[src/rtl/fix_point_multiplier.sv]
// Sequential sign-magnitude Q-format multiplier: one shift-add step per cycle over the
// magnitude bits of b, then truncate by Q, saturate and apply the sign.
module fix_point_multiplier #(
  parameter int unsigned Q = 13,
  parameter int unsigned N = 16
) (
  input  logic         clk,
  input  logic         rstn,
  input  logic [N-1:0] a,
  input  logic [N-1:0] b,
  input  logic         poke,
  output logic [N-1:0] product,
  output logic         peek,
  output logic         busy,
  output logic         overflow
);

  localparam int unsigned MagW = N - 1;
  localparam int unsigned AccW = 2 * (N - 1);
  localparam int unsigned CntW = $clog2(N);

  typedef enum logic [1:0] {StIdle, StCalc, StDone} state_e;

  state_e            state_q, state_d;
  logic [N-1:0]      a_q, a_d;
  logic [N-1:0]      b_q, b_d;
  logic [AccW-1:0]   acc_q, acc_d;
  logic [CntW-1:0]   cnt_q, cnt_d;
  logic [N-1:0]      product_q, product_d;
  logic              peek_q, peek_d;
  logic              ovf_q, ovf_d;

  logic [AccW-1:0]   a_ext;
  logic [AccW-1:0]   shifted;
  logic              sat;
  logic [MagW-1:0]   res_mag;
  logic              res_sign;

  // State register
  always_ff @(posedge clk or negedge rstn) begin
    if (!rstn) begin
      state_q <= StIdle;
    end else begin
      state_q <= state_d;
    end
  end

  // Next-state logic
  always_comb begin
    state_d = state_q;
    unique case (state_q)
      StIdle: if (poke) state_d = StCalc;
      StCalc: if (cnt_q == CntW'(N - 2)) state_d = StDone;
      StDone: state_d = StIdle;
      default: state_d = StIdle;
    endcase
  end

  assign a_ext    = {{(AccW - MagW){1'b0}}, a_q[MagW-1:0]};
  assign shifted  = acc_q >> Q;
  assign sat      = |shifted[AccW-1:MagW];
  assign res_mag  = sat ? {MagW{1'b1}} : shifted[MagW-1:0];
  // A zero magnitude never carries a negative sign.
  assign res_sign = (a_q[N-1] ^ b_q[N-1]) & (|res_mag);

  always_comb begin
    a_d       = a_q;
    b_d       = b_q;
    acc_d     = acc_q;
    cnt_d     = cnt_q;
    product_d = product_q;
    ovf_d     = ovf_q;
    peek_d    = 1'b0;
    unique case (state_q)
      StIdle: begin
        if (poke) begin
          a_d   = a;
          b_d   = b;
          acc_d = '0;
          cnt_d = '0;
        end
      end
      StCalc: begin
        if (b_q[cnt_q]) acc_d = acc_q + (a_ext << cnt_q);
        cnt_d = cnt_q + CntW'(1);
      end
      StDone: begin
        product_d = {res_sign, res_mag};
        ovf_d     = sat;
        peek_d    = 1'b1;
      end
      default: ;
    endcase
  end

  always_ff @(posedge clk or negedge rstn) begin
    if (!rstn) begin
      a_q       <= '0;
      b_q       <= '0;
      acc_q     <= '0;
      cnt_q     <= '0;
      product_q <= '0;
      ovf_q     <= 1'b0;
      peek_q    <= 1'b0;
    end else begin
      a_q       <= a_d;
      b_q       <= b_d;
      acc_q     <= acc_d;
      cnt_q     <= cnt_d;
      product_q <= product_d;
      ovf_q     <= ovf_d;
      peek_q    <= peek_d;
    end
  end

  // Outputs
  always_comb begin
    busy     = (state_q != StIdle);
    product  = product_q;
    peek     = peek_q;
    overflow = ovf_q;
  end

endmodule
[config.mk]
export PLATFORM = sky130hd
export DESIGN_NAME = fix_point_multiplier
export DESIGN_NICKNAME = d
export VERILOG_FILES = /design/src/rtl/fix_point_multiplier.sv
export SDC_FILE = /design/constraint.sdc
export NUM_CORES = 1
export LEC_CHECK = 0
export ABC_AREA = 1
export ABC_CLOCK_PERIOD_IN_PS = 7580
export BUFFER_PORTS_ARGS = -buffer_cell sky130_fd_sc_hd__buf_2
export CAP_MARGIN = 20
export CORE_UTILIZATION = 46
export CTS_CLUSTER_SIZE = 28
export DETAILED_ROUTE_END_ITERATION = 6
export PLACE_DENSITY_LB_ADDON = 0.05
export SLEW_MARGIN = 20
export SYNTH_ARGS = -nofsm -noshare
export SYNTH_HDL_FRONTEND = slang
export SYNTH_SLANG_ARGS = --single-unit
[constraint.sdc]
create_clock -name clk -period 7.58 [get_ports clk]
set_input_delay 1.137 -clock clk [delete_from_list [all_inputs] [get_ports clk]]
set_output_delay 1.137 -clock clk [all_outputs]
set_load 0.05 [all_outputs]
# Yosys cells after proc, flatten, opt, wreduce, memory -nomap -nowiden
# Cells that the tools add are included.
# totals
reg_bits	86
input_bits	35
# classes
addsub	2
magnitude_cmp	1
eq_ne	6
n_shift	1
muxes	12
n_bitwise	2
n_reduce_logical	9
# ops
cell	count
30-bit 2-to-1 mux	2
30-bit one-hot mux with 2 select lines	1
30-bit adder	1
15-bit by 4-bit << shifter with 30-bit output	1
15-bit 2-to-1 mux	1
15-bit OR reduction	1
4-bit one-hot mux with 2 select lines	1
2-bit != test, second input constant	3
2-bit AND reduction	3
4-bit by 5-bit less-than comparator with 1-bit output, second input constant	1
4-bit by 1-bit adder with 4-bit output, second input constant	1
1-bit binary-select mux with 4-bit select	1
4-bit equality test, second input constant	1
2-bit 2-to-1 mux	2
4-bit 2-to-1 mux	1
2-bit one-hot mux with 2 select lines	1
2-bit nonzero test	2
3-bit AND reduction	1
2-bit by 1-bit equality test with 1-bit output, second input constant	1
2-bit equality test, second input constant	1
2-bit zero test	1
1-bit 2-to-1 mux	2
2-bit OR reduction	1
1-bit AND	1
1-bit XOR	1

# Depth between registers and ports, before layout
# depth
depth_word	4
mapped_depth	24
ltp_nobuf	21

# Worst setup path before layout
# Ideal clock, no wire load.
# synth_path
kind	reg-to-reg
startpoint	reg cnt_q[0]
endpoint	reg acc_q[14]
arrival_time_ns	2.559
path_slack_ns	4.904
stages_incl_launch_ff	20
period_less_slack_ns	2.676
path_cell_list	dfrtp_1 buf_6 buf_6 or2_2 o21ai_2 mux2i_1 nand2_1 o21ai_1 nand2_1 o21ai_0 ha_1 nand2_1 inv_1 a21oi_1 nor2_1 nor2_1 nand2_1 or2_2 nand3_1 nand2_1
# synth_via
elab_chain_cells	4
word_cells_on_any_way	8
# synth_lines
element	line	rtl
start, declared	28	logic [CntW-1:0] cnt_q, cnt_d;
start signal, assigned	109	cnt_q <= cnt_d;
15-bit by 4-bit << shifter with 30-bit output / 1-bit binary-select mux with 4-bit select (equally long branches)	84	if (b_q[cnt_q]) acc_d = acc_q + (a_ext << cnt_q);
30-bit adder / 1-bit 2-to-1 mux (equally long branches)	84	
30-bit 2-to-1 mux / 2-bit != test (equally long branches)	--	
30-bit one-hot mux with 2 select lines / 3-bit AND reduction (equally long branches)	--	
end signal, assigned	100	acc_q <= '0;
end signal, assigned	108	acc_q <= acc_d;
end, declared	27	logic [AccW-1:0] acc_q, acc_d;
# Parallel ways exist; a longest one is shown, timed or not. The select of a mux whose other input is x is not followed.
# A chain may end at the register's enable or synchronous reset.

# Worst setup path after layout
# Ends and elaborated chain as after synthesis.

==> impl_metrics.toml <==
[status]
status = "completed"

[routing]
first_iter_violations = 453
viasPerCell = 5.08
first_pass_iters = 5
postRouteWirelength_um = 17300
drc = 0
vias = 5948
final_antenna_net_count = 0
routedWlPerCell_um = 14.8

[clocking]
cts_root_buf = "clkbuf_16"
clk_pin_slew_ns = 0.08
cts_tree = "done"
post-cts-setup-buffers = 0
cts_hold_buf = 0
clk_latency_ns = 0.36
clockBufferDepth = 2
cts.sinks = 86
postCtsResizedCells = 0
htreeDepth = 3
cts_made_buffers = 9

[critical_path]
worst-setup-path-type = "register to register"
crit_arrival_ns = 3.85
worst_setup_path_start_kind = "register"
crit_required_ns = 7.83
rr_worst_depth = 17
critical_path.max_fanout = 27
r2r_slack_ns = 3.99
timing.rr.end = "acc_q[14]"
timing.rr.start = "cnt_q[0]"
end_kind = "register"

[floorplan]
core-area_um2 = 13500
die_y_um = 120
die-area_um2 = 14500
rows = 42
num_io_pins = 54
die_x_um = 120
floorplan.initialDensity = 0.478

[worst_hold_path]
hold_start = "product[0]"
hold_depth = 2
hp-class = "register to register"
hold_path_end = "product[0]"

[cells_and_area]
register_area_um2 = 2150
final_common_cell = "nand2_1"
nNetsFinal = 1057
drive_gt1_frac = 0.122
diodes = 0
syn2layout_area_growth_pct = 9.77
multiInputGateArea_um2 = 3630
nFillCells = 1410
final_cell_mix = "nand2_1, inv_1, dfrtp_1"

[flow_run]
maxCapViolCount = 0

[sta]
worst_slew_pin_slew_ns = 0.982
slew_violations = 0
timing.fmax_mhz = 278
slew_headroom = 0.343
min_period_over_period = 0.474
period_minus_slack_ns = 3.59
fin_setup_tns_ns = 0
setup_viol = 0
clock_skew_ns = 0.00880
finalHoldViolations = 0
rsz0062_at_grt = "false"
hold_ws_ns = 0.479

[synthesis]
synth_seq_cells = 86
syn_area_per_cell_um2 = 6.76
ys_warn_count = 0
synth_nets = 1018
yosysUniqueCellTypes = 40
syn_inst = 951
ys_seq_area_frac = 0.335
mappedNetlistArea_um2 = 6430

[global_routing]
grt_use_total = 0.255
grt_pass1_vias = 5641
grt_pass1_wl_um = 28500
grt_overflow = 0
grt_max_degree = 55
grt_antenna_before_repair = 0

[placement]
gp_congestion = 0.916
dpl.hpwl_um = 13300
io_buffers = 53
-- metrics by stage --
stage	worst slack, ns	std cells	util	area (um^2)
6_report	3.99	1171	0.525	7060
5_1_grt	3.56	1171	0.525	7060
4_1_cts	4.01	1171	0.525	7060
3_5_place_dp	4.03	1155	0.502	6760
3_3_place_gp	3.99	1155	0.502	6760
2_1_floorplan	4.90	951	-	6430
-- area by class of cell --
type | instances | area share
Clock inverter | 7 | 0.0108
Clock buffer | 9 | 0.0319
Multi-Input combinational cell | 718 | 0.515
Timing Repair Buffer | 57 | 0.0422
Tap cell | 176 | 0.0312
Sequential cell | 86 | 0.305
Inverter | 118 | 0.0638
-- sequential cells by signal (all words and copies together) (netlist names) --
| register | flops |
|---|---|
| cnt_q | 4 |
| overflow | 1 |
| acc_q | 30 |
| state_q | 2 |
| product | 16 |
| a_q | 16 |
| b_q | 16 |
| peek | 1 |
-- worst max-delay path: stages, from the launching register on --
cell and delay, ns:
dfrtp_1 0.93, inv_6 0.21, o21ai_0 0.28, mux2i_1 0.14
nand2_1 0.08, o21ai_1 0.12, nand2_1 0.09, o21ai_0 0.10
ha_1 0.37, nand2_1 0.15, inv_1 0.05, a21oi_1 0.27
nor2_1 0.07, nor2_1 0.09, nand2_1 0.09, or2_2 0.28
nand3_1 0.12, nand2_1 0.06
-- Yosys cell counts --
cell type  count  area share
o21bai_1       4      0.0047
buf_2          6      0.0047
nor4_1         2      0.0019
dfrtp_1       86        0.33
nor2_1        77       0.045
ha_1          31       0.060
inv_2          2      0.0012
mux2i_1        3      0.0047
inv_6          1      0.0014
nand3_1       60       0.047
o21ai_0       37       0.029
clkbuf_1       9      0.0053
o22ai_1        1     0.00097
a21o_1         1      0.0012
nand2_2        2      0.0019
or2_1          3      0.0029
o21ai_1       18       0.014
xor2_1         2      0.0027
nand2_1      365        0.21
inv_1        114       0.067
buf_1          2      0.0012
a21oi_1       29       0.023
nand3_2        1      0.0016
o21ai_2        3      0.0041
nand4_1       12       0.012
and2_1         1     0.00097
o31ai_1        2      0.0023
inv_4          1     0.00097
a31oi_1        5      0.0049
or2_0          1     0.00097
nand3b_1       4      0.0047
a21oi_2        1      0.0014
mux2_2        31       0.054
or2_2          6      0.0058
buf_6          8       0.014
xnor2_1        9       0.012
fa_1           1      0.0031
nor3_1         3      0.0023
buf_4          4      0.0047
o21a_1         3      0.0035
-- kinds of logic after synthesis --
family,Yosys count,synth area share
xor+xnor,11,0.0150
compound gates,104,0.0884
mux,34,0.0590
fa+ha+maj,32,0.0634
buf+inv,147,0.0998
simple gates,537,0.340
flops,86,0.335
-- worst max path at each step --
stage,startpoint,end
2_1_floorplan,cnt_q[0],acc_q[14]
3_3_place_gp,cnt_q[0],acc_q[14]
3_5_place_dp,cnt_q[0],acc_q[14]
4_1_cts,cnt_q[0],acc_q[14]
5_1_grt,cnt_q[0],acc_q[14]
6_report,cnt_q[0],acc_q[14]
-- metal layers --
layer,global-route usage,part of all wire
met5,0,0
met2,0.389,0.43
met4,0.110,0.028
met1,0.359,0.50
met3,0.0373,0.040
Power is not shown: default switching activity piles up to over one toggle a cycle in this logic, so the estimate is an artifact.
